$ cat src/rtl/envio_serial_automatico_uc_pkg.sv
// Shared definitions for the automatic serial-dump control unit:
// FSM state encodings and the number of words sent per frame.
package envio_serial_automatico_uc_pkg;

    localparam int N_CONTEUDO = 7;
    localparam int N_FILA     = 15;

    typedef enum logic [3:0] {
        INICIAL  = 4'd0,
        ESPERA   = 4'd1,
        ZERA     = 4'd2,
        PREP_C   = 4'd3,
        ENVIA_C  = 4'd4,
        ESPERA_C = 4'd5,
        PROX_C   = 4'd6,
        PREP_F   = 4'd7,
        ENVIA_F  = 4'd8,
        ESPERA_F = 4'd9,
        PROX_F   = 4'd10,
        ABORTA   = 4'd11,
        FIM      = 4'd12
    } estado_t;

    function automatic logic ehOcupado(input estado_t e);
        return (e >= ZERA) && (e <= FIM);
    endfunction

endpackage

$ cat src/rtl/envio_serial_automatico_uc_if.sv
// Handshake bundle between the serial-dump control unit (slave) and
// its datapath/transmitter side (master).
interface envio_serial_automatico_uc_if;

    logic       ligar;
    logic       envia_agora;
    logic       enviado;
    logic       fim_conteudo;
    logic       fim_fila;
    logic       zera_enderecos;
    logic       eh_conteudo_elevador;
    logic       conta_conteudo_elevador;
    logic       conta_fila_elevador;
    logic       envia_serial;
    logic       ocupado;
    logic       fim_quadro;
    logic       erro_timeout;
    logic [3:0] db_estado;

    modport slave (
        input  ligar, envia_agora, enviado, fim_conteudo, fim_fila,
        output zera_enderecos, eh_conteudo_elevador, conta_conteudo_elevador,
               conta_fila_elevador, envia_serial, ocupado, fim_quadro,
               erro_timeout, db_estado
    );

    modport master (
        output ligar, envia_agora, enviado, fim_conteudo, fim_fila,
        input  zera_enderecos, eh_conteudo_elevador, conta_conteudo_elevador,
               conta_fila_elevador, envia_serial, ocupado, fim_quadro,
               erro_timeout, db_estado
    );

endinterface

$ cat src/rtl/envio_serial_automatico_uc_timer_espera.sv
// Saturating up-counter with synchronous clear and enable; flags when the
// count reaches TERMINAL-1 and then holds there instead of wrapping.
module envio_serial_automatico_uc_timer_espera #(
    parameter int TERMINAL = 2
) (
    input  logic clock,
    input  logic reset,
    input  logic i_limpa,
    input  logic i_habilita,
    output logic o_terminal
);

    localparam int W = (TERMINAL > 2) ? $clog2(TERMINAL) : 1;
    localparam logic [W-1:0] ULTIMO = W'(TERMINAL - 1);

    logic [W-1:0] r_contagem;

    always_ff @(posedge clock or posedge reset) begin
        if (reset) begin
            r_contagem <= '0;
        end else if (i_limpa) begin
            r_contagem <= '0;
        end else if (i_habilita && (r_contagem != ULTIMO)) begin
            r_contagem <= r_contagem + 1'b1;
        end
    end

    assign o_terminal = (r_contagem == ULTIMO);

endmodule

$ cat src/rtl/envio_serial_automatico_uc.sv
// Control unit for the automatic serial dump: per frame, 7 content words
// then 15 queue words, started periodically or on demand.
module envio_serial_automatico_uc
    import envio_serial_automatico_uc_pkg::*;
#(
    parameter int PERIODO    = 50_000_000,
    parameter int TIMEOUT_TX = 2_000_000
) (
    input  logic                         clock,
    input  logic                         reset,
    envio_serial_automatico_uc_if.slave  bus
);

    estado_t r_estado;
    estado_t w_proximo;

    logic w_fimPeriodo;
    logic w_fimTx;
    logic w_habilitaPeriodo;
    logic w_habilitaTx;

    logic r_zera;
    logic r_ehConteudo;
    logic r_contaConteudo;
    logic r_contaFila;
    logic r_envia;
    logic r_ocupado;
    logic r_fimQuadro;
    logic r_erro;

    // Period timer only runs while idle with periodic mode on.
    assign w_habilitaPeriodo = (r_estado == ESPERA);
    assign w_habilitaTx      = (r_estado == ESPERA_C) || (r_estado == ESPERA_F);

    envio_serial_automatico_uc_timer_espera #(.TERMINAL(PERIODO)) u_timerPeriodo (
        .clock      (clock),
        .reset      (reset),
        .i_limpa    (!w_habilitaPeriodo || !bus.ligar),
        .i_habilita (w_habilitaPeriodo),
        .o_terminal (w_fimPeriodo)
    );

    envio_serial_automatico_uc_timer_espera #(.TERMINAL(TIMEOUT_TX)) u_timerTx (
        .clock      (clock),
        .reset      (reset),
        .i_limpa    (!w_habilitaTx),
        .i_habilita (w_habilitaTx),
        .o_terminal (w_fimTx)
    );

    always_comb begin
        w_proximo = INICIAL;
        case (r_estado)
            INICIAL:  w_proximo = ESPERA;
            ESPERA:   w_proximo = ((bus.ligar && w_fimPeriodo) || bus.envia_agora) ? ZERA : ESPERA;
            ZERA:     w_proximo = PREP_C;
            PREP_C:   w_proximo = ENVIA_C;
            ENVIA_C:  w_proximo = ESPERA_C;
            ESPERA_C: begin
                if (bus.enviado)      w_proximo = bus.fim_conteudo ? PREP_F : PROX_C;
                else if (w_fimTx)     w_proximo = ABORTA;
                else                  w_proximo = ESPERA_C;
            end
            PROX_C:   w_proximo = PREP_C;
            PREP_F:   w_proximo = ENVIA_F;
            ENVIA_F:  w_proximo = ESPERA_F;
            ESPERA_F: begin
                if (bus.enviado)      w_proximo = bus.fim_fila ? FIM : PROX_F;
                else if (w_fimTx)     w_proximo = ABORTA;
                else                  w_proximo = ESPERA_F;
            end
            PROX_F:   w_proximo = PREP_F;
            ABORTA:   w_proximo = FIM;
            FIM:      w_proximo = ESPERA;
            default:  w_proximo = INICIAL;
        endcase
    end

    // Outputs are decoded from the next state so they line up with r_estado.
    always_ff @(posedge clock or posedge reset) begin
        if (reset) begin
            r_estado        <= INICIAL;
            r_zera          <= 1'b0;
            r_ehConteudo    <= 1'b0;
            r_contaConteudo <= 1'b0;
            r_contaFila     <= 1'b0;
            r_envia         <= 1'b0;
            r_ocupado       <= 1'b0;
            r_fimQuadro     <= 1'b0;
            r_erro          <= 1'b0;
        end else begin
            r_estado        <= w_proximo;
            r_zera          <= (w_proximo == ZERA);
            r_ehConteudo    <= (w_proximo inside {PREP_C, ENVIA_C, ESPERA_C, PROX_C});
            r_contaConteudo <= (w_proximo == PROX_C);
            r_contaFila     <= (w_proximo == PROX_F);
            r_envia         <= (w_proximo == ENVIA_C) || (w_proximo == ENVIA_F);
            r_ocupado       <= ehOcupado(w_proximo);
            r_fimQuadro     <= (w_proximo == FIM);
            if (w_proximo == ZERA) begin
                r_erro <= 1'b0;
            end else if (w_proximo == ABORTA) begin
                r_erro <= 1'b1;
            end
        end
    end

    assign bus.zera_enderecos          = r_zera;
    assign bus.eh_conteudo_elevador    = r_ehConteudo;
    assign bus.conta_conteudo_elevador = r_contaConteudo;
    assign bus.conta_fila_elevador     = r_contaFila;
    assign bus.envia_serial            = r_envia;
    assign bus.ocupado                 = r_ocupado;
    assign bus.fim_quadro              = r_fimQuadro;
    assign bus.erro_timeout            = r_erro;
    assign bus.db_estado               = r_estado;

endmodule

$ cat src/flat_wrapper.sv
// flat-port wrapper written by rule: the top's interface ports become plain ports
module envio_serial_automatico_uc_flat import envio_serial_automatico_uc_pkg::*;
#(
    parameter int PERIODO    = 50_000_000,
    parameter int TIMEOUT_TX = 2_000_000
)
  (clock, reset, bus_ligar, bus_envia_agora, bus_enviado, bus_fim_conteudo, bus_fim_fila, bus_zera_enderecos, bus_eh_conteudo_elevador, bus_conta_conteudo_elevador, bus_conta_fila_elevador, bus_envia_serial, bus_ocupado, bus_fim_quadro, bus_erro_timeout, bus_db_estado);
  envio_serial_automatico_uc_if bus_i ();
  input  logic clock;
  input  logic reset;
  input wire logic [$bits(bus_i.ligar)-1:0] bus_ligar;
  input wire logic [$bits(bus_i.envia_agora)-1:0] bus_envia_agora;
  input wire logic [$bits(bus_i.enviado)-1:0] bus_enviado;
  input wire logic [$bits(bus_i.fim_conteudo)-1:0] bus_fim_conteudo;
  input wire logic [$bits(bus_i.fim_fila)-1:0] bus_fim_fila;
  output wire logic [$bits(bus_i.zera_enderecos)-1:0] bus_zera_enderecos;
  output wire logic [$bits(bus_i.eh_conteudo_elevador)-1:0] bus_eh_conteudo_elevador;
  output wire logic [$bits(bus_i.conta_conteudo_elevador)-1:0] bus_conta_conteudo_elevador;
  output wire logic [$bits(bus_i.conta_fila_elevador)-1:0] bus_conta_fila_elevador;
  output wire logic [$bits(bus_i.envia_serial)-1:0] bus_envia_serial;
  output wire logic [$bits(bus_i.ocupado)-1:0] bus_ocupado;
  output wire logic [$bits(bus_i.fim_quadro)-1:0] bus_fim_quadro;
  output wire logic [$bits(bus_i.erro_timeout)-1:0] bus_erro_timeout;
  output wire logic [$bits(bus_i.db_estado)-1:0] bus_db_estado;
  assign bus_i.ligar = bus_ligar;
  assign bus_i.envia_agora = bus_envia_agora;
  assign bus_i.enviado = bus_enviado;
  assign bus_i.fim_conteudo = bus_fim_conteudo;
  assign bus_i.fim_fila = bus_fim_fila;
  assign bus_zera_enderecos = bus_i.zera_enderecos;
  assign bus_eh_conteudo_elevador = bus_i.eh_conteudo_elevador;
  assign bus_conta_conteudo_elevador = bus_i.conta_conteudo_elevador;
  assign bus_conta_fila_elevador = bus_i.conta_fila_elevador;
  assign bus_envia_serial = bus_i.envia_serial;
  assign bus_ocupado = bus_i.ocupado;
  assign bus_fim_quadro = bus_i.fim_quadro;
  assign bus_erro_timeout = bus_i.erro_timeout;
  assign bus_db_estado = bus_i.db_estado;
  envio_serial_automatico_uc #(.PERIODO(PERIODO), .TIMEOUT_TX(TIMEOUT_TX)) u_core (.clock(clock), .reset(reset), .bus(bus_i));
endmodule
$ cat config.mk
export PLATFORM = sky130hd
export DESIGN_NAME = envio_serial_automatico_uc_flat
export DESIGN_NICKNAME = d
export VERILOG_FILES = /design/src/rtl/envio_serial_automatico_uc_pkg.sv /design/src/rtl/envio_serial_automatico_uc_if.sv /design/src/rtl/envio_serial_automatico_uc_timer_espera.sv /design/src/rtl/envio_serial_automatico_uc.sv /design/src/flat_wrapper.sv
export SDC_FILE = /design/constraint.sdc
export NUM_CORES = 1
export LEC_CHECK = 0
export CORE_MARGIN = 2
export CORE_UTILIZATION = 53
export DETAILED_ROUTE_END_ITERATION = 8
export PLACE_DENSITY = 0.73
export REMOVE_ABC_BUFFERS = 1
export SYNTH_ARGS = -nofsm -noshare
export SYNTH_HDL_FRONTEND = slang
export SYNTH_SLANG_ARGS = --single-unit
$ cat constraint.sdc
create_clock -name clock -period 4.6 [get_ports clock]
set_input_delay 0.92 -clock clock [delete_from_list [all_inputs] [get_ports clock]]
set_output_delay 0.92 -clock clock [all_outputs]
set_load 0.01 [all_outputs]
==> metrics.yaml, run 1 <==
global_routing:
  grtUsageTotal_pct: 20.9
  grt_pass1_wl_mm: 10.3
  antenna_found_initial: 0
  grt_pass1_vias: 2213
  grt_max_degree: 32
  overflow: 0
synthesis:
  synthDistinctLibCells: 46
  synthMostInstantiatedCell: "dfrtp_1"
  ys_ff_latch: 59
  synthTopCellsByCount: "59 x dfrtp_1, 53 x nor2_1, 35 x xor2_1, 18 x nand2_1, 15 x nand4_1"
  synthFlopType: "dfrtp_1"
  seq_area_frac_synth_pct: 49.2
  ys_top_cells_by_area: "dfrtp_1 49%, xor2_1 10%, nor2_1 6.6%"
  synth_edf_count: 0
  async_flop_share_pct: 100
  synth_top_cell_by_area: "dfrtp_1"
  synth_cells: 301
  yosys_warnings: 0
  synth_top_cell_area_share_pct: 49.2
  synth_area_per_cell_um2: 9.96
  syn-cell-area_mm2: 0.00300
floorplanning:
  ios: 19
  dieHeight_um: 79.2
  rows: 27
  die_w_um: 79.2
  start_util_pct: 54.8
  dieArea_mm2: 0.00628
  core_mm2: 0.00547
clock_tree:
  cts_buffer_depth: 2
  cts.clk_slew.worst_paths_ns: 0.07
  cts_tree: "yes"
  post_cts_buffers: 0
  hold_buffers: 0
  cts_buffers: 9
  root_buffer: "clkbuf_8"
  cts_sinks: 59
  cts_resized: 0
  clkLatencyLatePin_ns: 0.33
  cts_max_level: 3
power:
  leakage_nw: 1.47
  ir_worst_vdd_mv: 0.241
  p_per_area_mw_per_mm2: 434
sta:
  rsz0062_at_grt: "false"
  fmaxAchievable_mhz: 354
  finalCritPeriodShare_pct: 61.4
  final_max_slew_viol_count: 0
  min_period_ns: 2.82
  fin_worst_skew_ns: 0.0107
  tns_ns: 0
  setup_viol: 0
  slew_headroom_pct: 41.3
  max_slew.worst_pin.slew_ns: 0.878
  finalHoldViolations: 0
drt:
  firstDrtPassIters: 5
  drc_errors: 0
  antenna_left: 0
  routedWlPerCell_um: 14.5
  via_per_inst: 5.63
  vias: 2247
  drt-total-wl_mm: 5.79
  drt_iter0_markers: 143
critical_path:
  crit_type: "in -> reg"
  crit_start: "bus_ligar"
  worstPathArrival_ns: 3.04
  rrSetupSlack_ns: 1.85
  slowest_stage: "nand2_1"
  rr_startpoint: "u_core.bus.db_estado[0]$_DFF_PP0_"
  cp_num_buf_inv: 1
  worst_path_largest_cell_delay_ns: 0.66
  rr_worst_depth: 6
  cp_data_required_time_ns: 4.82
  cp_max_fo: 26
  path_cells: "clkdlybuf4s50_1 > nand2_1 > o21ai_1 > or3_1 > or2_1"
  cp-start-kind: "primary input"
  worst_path_dominant_cell_family: "simple AND/OR/NAND/NOR gates"
  timing.rr.end: "u_core.bus.eh_conteudo_elevador$_DFF_PP0_"
  crit_path_end_kind: "register"
hold_path:
  hold_depth: 2
  hold_start: "u_core.u_timerTx.r_contagem[6]$_DFFE_PP0P_"
  hold_class: "reg -> reg"
  whs_endpoint: "u_core.u_timerTx.r_contagem[6]$_DFFE_PP0P_"
run:
  drv_cap: 0
place:
  io_buffers: 18
  post-dp-hpwl_mm: 3.79
  routabilityCongestion: 0.842
  dpl-instance-area_mm2: 0.00325
final_layout:
  finish.instance_area_mm2: 0.00347
  fill_cells: 438
  antennaDiodeCount: 0
  finalNetCount: 331
  area_growth_pct: 15.8
  layout-drive-gt1-share_pct: 9.48
run_status:
  status: "finished clean"
==> worst max path at each step <==
| stage | to | slack [ns] | cells past startpoint |
|---|---|---|---|
| 2_1_floorplan | u_core.bus.conta_conteudo_elevador$_DFF_PP0_ | 2.22 | 1 |
| 3_3_place_gp | u_core.bus.ocupado$_DFF_PP0_ | 1.52 | 5 |
| 3_5_place_dp | u_core.bus.ocupado$_DFF_PP0_ | 1.46 | 5 |
| 4_1_cts | u_core.bus.ocupado$_DFF_PP0_ | 1.80 | 5 |
| 5_1_grt | u_core.bus.eh_conteudo_elevador$_DFF_PP0_ | 1.56 | 6 |
| 6_report | u_core.bus.ocupado$_DFF_PP0_ | 1.78 | 5 |
==> metrics by stage <==
step,instances,setup slack (ns),util [%],total power [mW],hold slack (ns)
after global placement,383,1.52,59.3,0.972,0.523
final,399,1.78,63.4,1.51,0.547
after floorplan,291,2.22,-,0.840,0.490
after global routing,399,1.56,63.4,1.59,0.570
after CTS,399,1.80,63.4,1.51,0.546
after detailed placement,383,1.46,59.3,0.979,0.527
==> kinds of logic (layout without fill, tap and decap cells) <==
kind of cell	after synthesis	in the layout	synth area share (%)
compound gates	30	30	7.18
xor+xnor	43	43	12.6
fa+ha+maj	2	2	0.834
buf+inv	17	43	2.17
flops	59	59	49.2
mux	3	3	1.00
simple gates	147	147	27.0
==> metal layers <==
| metal | share of wire (%) | up-vias | global-route usage [%] |
|---|---|---|---|
| met2 | 46 | 50 | 31.9 |
| met1 | 48 | 1087 | 28.7 |
| met3 | 3.7 | 10 | 3.98 |
| met4 | 1.8 | 0 | 10.3 |
| met5 | 0 | - | 0 |
| li1 | - | 1100 | - |
==> state kept, by name (all words and copies together), names as in the netlist <==
name and flops:
u_core.bus.conta_fila_elevador 1, u_core.bus.erro_timeout 1, u_core.u_timerPeriodo.r_contagem 26, u_core.bus.eh_conteudo_elevador 1, u_core.bus.envia_serial 1, u_core.bus.ocupado 1
u_core.bus.fim_quadro 1, u_core.bus.conta_conteudo_elevador 1, u_core.bus.zera_enderecos 1, u_core.u_timerTx.r_contagem 21, u_core.bus.db_estado 4
==> tightest hold or removal path, delay by kind of cell (launching register included) <==
family | cells | cell delay, ns
xor gates and xnor gates | 1 | 0.07
DFF | 1 | 0.35
and+or+nand+nor | 1 | 0.08
==> final cells by class <==
cell class	count	area [um^2]	area share [%]
repair buffers	20	195	5.62
clock buffers	11	151	4.36
clock inverters	5	75.1	2.16
inverters	7	26.3	0.757
well taps	72	90.1	2.59
flip-flops and latches	59	1480	42.5
multi-input cells	225	1460	42.0
==> placed cells by master (no fill, tap or decap), drive strengths merged, types with 2 or more instances in the layout <==
cell type,netlist,routed
nand2,19,19
buf,1,2
nand3,15,15
a21oi,5,5
nand4,15,15
xor2,35,35
dfrtp,59,59
xnor2,8,8
clkinv,0,3
nor3,2,2
and4,11,11
o21ai,8,8
and2,2,2
o211ai,4,4
inv,7,7
o2111ai,2,2
nor2b,4,4
nor2,53,53
a211oi,2,2
ha,2,2
nor4,6,6
clkdlybuf4s50,0,18
o31ai,2,2
or2,2,2
a31oi,4,4
mux2i,3,3
and3,10,10
clkbuf,9,11
bufinv,0,2
==> power breakdown <==
group          switching (mW)  internal, mW  total (mW)
clock network           0.204         0.332       0.536
registers              0.0467         0.563       0.610
logic                   0.212         0.149       0.361
Note: power is estimated with default switching activity, not from simulation.
==> run 2: changes to the inputs <==
Clock period 4.6 ns to 2.7 ns, I/O delays scaled along.
==> metrics.yaml, run 2 (synthesis gave the netlist of run 1 again) <==
run_status:
  status: "finished clean"
clock_tree:
  cts_max_level: 3
  cts_resized: 0
  clkLatencyLatePin_ns: 0.33
  root_buffer: "clkbuf_8"
  cts_buffers: 9
  hold_buffers: 0
  cts_sinks: 59
  cts_buffer_depth: 2
  cts_tree: "yes"
  post_cts_buffers: 0
  cts.clk_slew.worst_paths_ns: 0.07
drt:
  antenna_left: 0
  routedWlPerCell_um: 14.0
  drc_errors: 0
  via_per_inst: 5.59
  firstDrtPassIters: 4
  drt-total-wl_mm: 5.64
  vias: 2248
  drt_iter0_markers: 110
place:
  io_buffers: 18
  dpl-instance-area_mm2: 0.00328
  dp_slack_ns: 0.268
  post-dp-hpwl_mm: 3.81
  dp.cells: 386
  routabilityCongestion: 0.861
critical_path:
  cp-start-kind: "register"
  crit_type: "reg -> reg"
  cp_data_required_time_ns: 2.91
  crit_path_end_kind: "register"
  cp_max_fo: 15
  worstPathArrival_ns: 2.66
final_layout:
  largest_register: "u_core.u_timerPeriodo.r_contagem"
  multi_input_area_mm2: 0.00146
  instances_no_fill: 402
  area_growth_pct: 16.3
  fill_cells: 460
  final_common_cell: "dfrtp_1"
  antennaDiodeCount: 0
  layout-drive-gt1-share_pct: 9.39
  largest_reg_flops: 26
  finish.instance_area_mm2: 0.00349
  finalNetCount: 334
  final_cell_mix: "59 x dfrtp_1, 53 x nor2_1, 35 x xor2_1"
  regArea_mm2: 0.00148
floorplanning:
  core_mm2: 0.00547
  start_util_pct: 54.8
  dieArea_mm2: 0.00628
  rows: 27
  dieHeight_um: 79.2
  ios: 19
  die_w_um: 79.2
global_routing:
  grtUsageTotal_pct: 20.8
  grt_max_degree: 26
  antenna_found_initial: 0
  overflow: 0
  grt_pass1_wl_mm: 10.2
  grt_pass1_vias: 2307
sta:
  tns_ns: 0
  layout_setup_ws_ns: 0.246
  rsz0062_at_grt: "false"
  min_period_ns: 2.45
  fmaxAchievable_mhz: 407
  fin_worst_skew_ns: 0.0116
  finalHoldViolations: 0
  max_slew.worst_pin.slew_ns: 0.665
  setup_viol: 0
  slew_headroom_pct: 55.2
  finalCritPeriodShare_pct: 90.9
  final_max_slew_viol_count: 0
power:
  ir_worst_vdd_mv: 0.382
  leakage_nw: 1.48
  p_per_area_mw_per_mm2: 715
hold_path:
  hold_class: "reg -> reg"
run:
  drv_cap: 0
-- run 2: cell types whose count changed in the layout (fill, tap and decap cells not counted), sizes merged --
cell,change
buf,+3
bufinv,-1
clkbuf,+4
clkinv,-3
-- run 2: worst paths after layout --
| kind | to | startpoint | slack [ns] | cells after the start |
|---|---|---|---|---|
| min | u_core.u_timerPeriodo.r_contagem[23]$_DFFE_PP0P_ | u_core.u_timerPeriodo.r_contagem[23]$_DFFE_PP0P_ | 0.54 | 2 |
| max reg2reg | u_core.bus.eh_conteudo_elevador$_DFF_PP0_ | u_core.u_timerTx.r_contagem[7]$_DFFE_PP0P_ | 0.25 | 6 |
| max in group asynchronous | u_core.bus.envia_serial$_DFF_PP0_ | reset | 1.56 | 3 |
| min reg2reg | u_core.u_timerPeriodo.r_contagem[23]$_DFFE_PP0P_ | u_core.u_timerPeriodo.r_contagem[23]$_DFFE_PP0P_ | 0.54 | 2 |
| max | u_core.bus.eh_conteudo_elevador$_DFF_PP0_ | u_core.u_timerTx.r_contagem[7]$_DFFE_PP0P_ | 0.25 | 6 |
| min in group asynchronous | u_core.u_timerPeriodo.r_contagem[22]$_DFFE_PP0P_ | reset | 0.55 | 2 |
-- run 2: area by class of cell --
class / count / area share (%)
timing repair buffer: 23 / 6.60
multi-input combinational: 225 / 41.8
clock inverter: 1 / 0.861
clock buffer: 15 / 5.06
tap: 72 / 2.58
sequential: 59 / 42.3
inverter: 7 / 0.753
-- run 2: through the flow --
| stage | utilization (%) | hold slack [ns] | power, mW |
|---|---|---|---|
| 3_3_place_gp | 59.9 | 0.521 | 1.66 |
| 5_1_grt | 63.7 | 0.570 | 2.63 |
| 4_1_cts | 63.7 | 0.539 | 2.51 |
| 2_1_floorplan | - | 0.490 | 1.43 |
| 6_report | 63.7 | 0.535 | 2.49 |
| 3_5_place_dp | 59.9 | 0.523 | 1.68 |
-- run 2: critical path: stages (launching register included) --
cell and delay, ns:
dfrtp_1 0.44, or4_4 0.58, nor4_4 0.32, nand3_2 0.34
nor4_4 0.39, o31ai_2 0.12, mux2i_1 0.14
-- run 2: power by group --
| group | leakage, nW | switching, mW | internal, mW | total [mW] |
|---|---|---|---|---|
| logic | 0.561 | 0.358 | 0.263 | 0.621 |
| registers | 0.812 | 0.0804 | 0.960 | 1.04 |
| clock network | 0.104 | 0.327 | 0.504 | 0.831 |
| total | 1.48 | 0.766 | 1.73 | 2.49 |
-- run 2: per-layer routing --
layer / vias to the layer above / GRT usage (%) / wire length (um)
met3: 11 / 4.32 / 190
met1: 1092 / 25.3 / 2570
met4: 0 / 10.0 / 108
met5: - / 0 / 0
li1: 1105 / - / -
met2: 40 / 35.2 / 2770
==> run 3: changes to the inputs <==
Settings changed: CAP_MARGIN from default to 20, CORE_UTILIZATION 53 to 57, PLACE_DENSITY 0.73 to 0.77, SKIP_CTS_REPAIR_TIMING from default to 1.
==> metrics.yaml, run 3 (synthesis gave the netlist of run 1 again) <==
global_routing:
  grt_max_degree: 60
  overflow: 0
  antenna_found_initial: 0
  grtUsageTotal_pct: 21.0
  grt_pass1_wl_mm: 9.80
  grt_pass1_vias: 2205
floorplanning:
  dieArea_mm2: 0.00586
  ios: 19
  dieHeight_um: 76.5
  die_w_um: 76.5
  rows: 26
  core_mm2: 0.00511
  start_util_pct: 58.7
final_layout:
  final_cell_mix: "59 x dfrtp_1, 53 x nor2_1, 35 x xor2_1"
  finish.instance_area_mm2: 0.00345
  antennaDiodeCount: 0
  largest_register: "u_core.u_timerPeriodo.r_contagem"
  area_growth_pct: 15.0
  finalNetCount: 333
  layout-drive-gt1-share_pct: 9.45
  final_common_cell: "dfrtp_1"
  largest_reg_flops: 26
drt:
  via_per_inst: 5.64
  drt-total-wl_mm: 5.58
  firstDrtPassIters: 4
  vias: 2245
  drt_iter0_markers: 133
  antenna_left: 0
  routedWlPerCell_um: 14.0
  drc_errors: 0
hold_path:
  hold_class: "reg -> reg"
sta:
  finalHoldViolations: 0
  setup_viol: 0
  min_period_ns: 2.45
  rsz0062_at_grt: "false"
  fin_worst_skew_ns: 0.00552
  final_max_slew_viol_count: 0
  fmaxAchievable_mhz: 408
  finalCritPeriodShare_pct: 90.9
  max_slew.worst_pin.slew_ns: 0.683
  slew_headroom_pct: 54.0
  tns_ns: 0
place:
  post-dp-hpwl_mm: 3.80
  io_buffers: 18
  routabilityCongestion: 0.827
  dpl-instance-area_mm2: 0.00327
critical_path:
  cp-start-kind: "register"
  cp_max_fo: 15
  worstPathArrival_ns: 2.66
  crit_path_end_kind: "register"
  cp_data_required_time_ns: 2.91
  crit_type: "reg -> reg"
power:
  ir_worst_vdd_mv: 0.402
  p_per_area_mw_per_mm2: 692
  leakage_nw: 1.46
clock_tree:
  cts_max_level: 3
  root_buffer: "clkbuf_8"
  cts_buffers: 9
  cts_tree: "yes"
  cts_buffer_depth: 2
  clkLatencyLatePin_ns: 0.33
  cts_sinks: 59
  cts.clk_slew.worst_paths_ns: 0.06
run:
  drv_cap: 0
run_status:
  status: "finished clean"
## run 3: changes by cell type in the layout (fill, tap and decap cells not counted)
cell	change
clkbuf_1	-2
clkinv_2	+2
buf_4	-1
bufinv_16	-1
## run 3: layer usage
layer | global-route usage [%] | vias up | share of wire, %
met1 | 27.2 | 1080 | 48
met3 | 6.04 | 10 | 3.9
met4 | 8.91 | 0 | 1.7
li1 | - | 1106 | -
met5 | 0 | - | 0
met2 | 33.2 | 49 | 47
## run 3: cell type report
type                    count  area (um^2)
inverters                   7         26.3
clock buffers              13          169
fillers                   422         1660
repair buffers             22          223
well taps                  70         87.6
flip-flops and latches     59         1480
multi-input cells         225         1460
clock inverters             2         10.0
## run 3: critical path, stage by stage, from the launching register on
cell and delay (ns):
dfrtp_1 0.44, or4_4 0.56, nor4_4 0.32, nand3_2 0.33, nor4_4 0.41, or3_1 0.21, a211oi_1 0.06
## run 3: through the flow
| step | hold slack (ns) | utilization [%] | worst slack (ns) | power [mW] | std cells |
|---|---|---|---|---|---|
| final | 0.542 | 67.5 | 0.247 | 2.39 | 398 |
| after global routing | 0.567 | 67.5 | 0.0953 | 2.53 | 398 |
| after CTS | 0.539 | 67.5 | 0.273 | 2.41 | 398 |
| after detailed placement | 0.527 | 64.0 | 0.283 | 1.68 | 383 |
| after global placement | 0.514 | 64.0 | 0.339 | 1.66 | 383 |
| after floorplan | 0.490 | - | 0.487 | 1.43 | 291 |
## run 3: path summary, 6_finish.rpt
path                                                             from                                               end  slack (ns)  depth (start not counted)
setup reg to reg           u_core.u_timerTx.r_contagem[7]$_DFFE_PP0P_                 u_core.bus.envia_serial$_DFF_PP0_        0.25                          6
hold / removal             u_core.u_timerTx.r_contagem[6]$_DFFE_PP0P_        u_core.u_timerTx.r_contagem[6]$_DFFE_PP0P_        0.54                          2
hold reg to reg            u_core.u_timerTx.r_contagem[6]$_DFFE_PP0P_        u_core.u_timerTx.r_contagem[6]$_DFFE_PP0P_        0.54                          2
setup / recovery           u_core.u_timerTx.r_contagem[7]$_DFFE_PP0P_                 u_core.bus.envia_serial$_DFF_PP0_        0.25                          6
max in group asynchronous                                       reset  u_core.u_timerPeriodo.r_contagem[10]$_DFFE_PP0P_        1.87                          3
min in group asynchronous                                       reset  u_core.u_timerPeriodo.r_contagem[14]$_DFFE_PP0P_        0.58                          3
## run 3: where the power goes
group / internal [mW] / switching [mW]
Sequential: 0.960 / 0.0801
Combinational: 0.262 / 0.360
Clock: 0.400 / 0.326
Total: 1.62 / 0.766
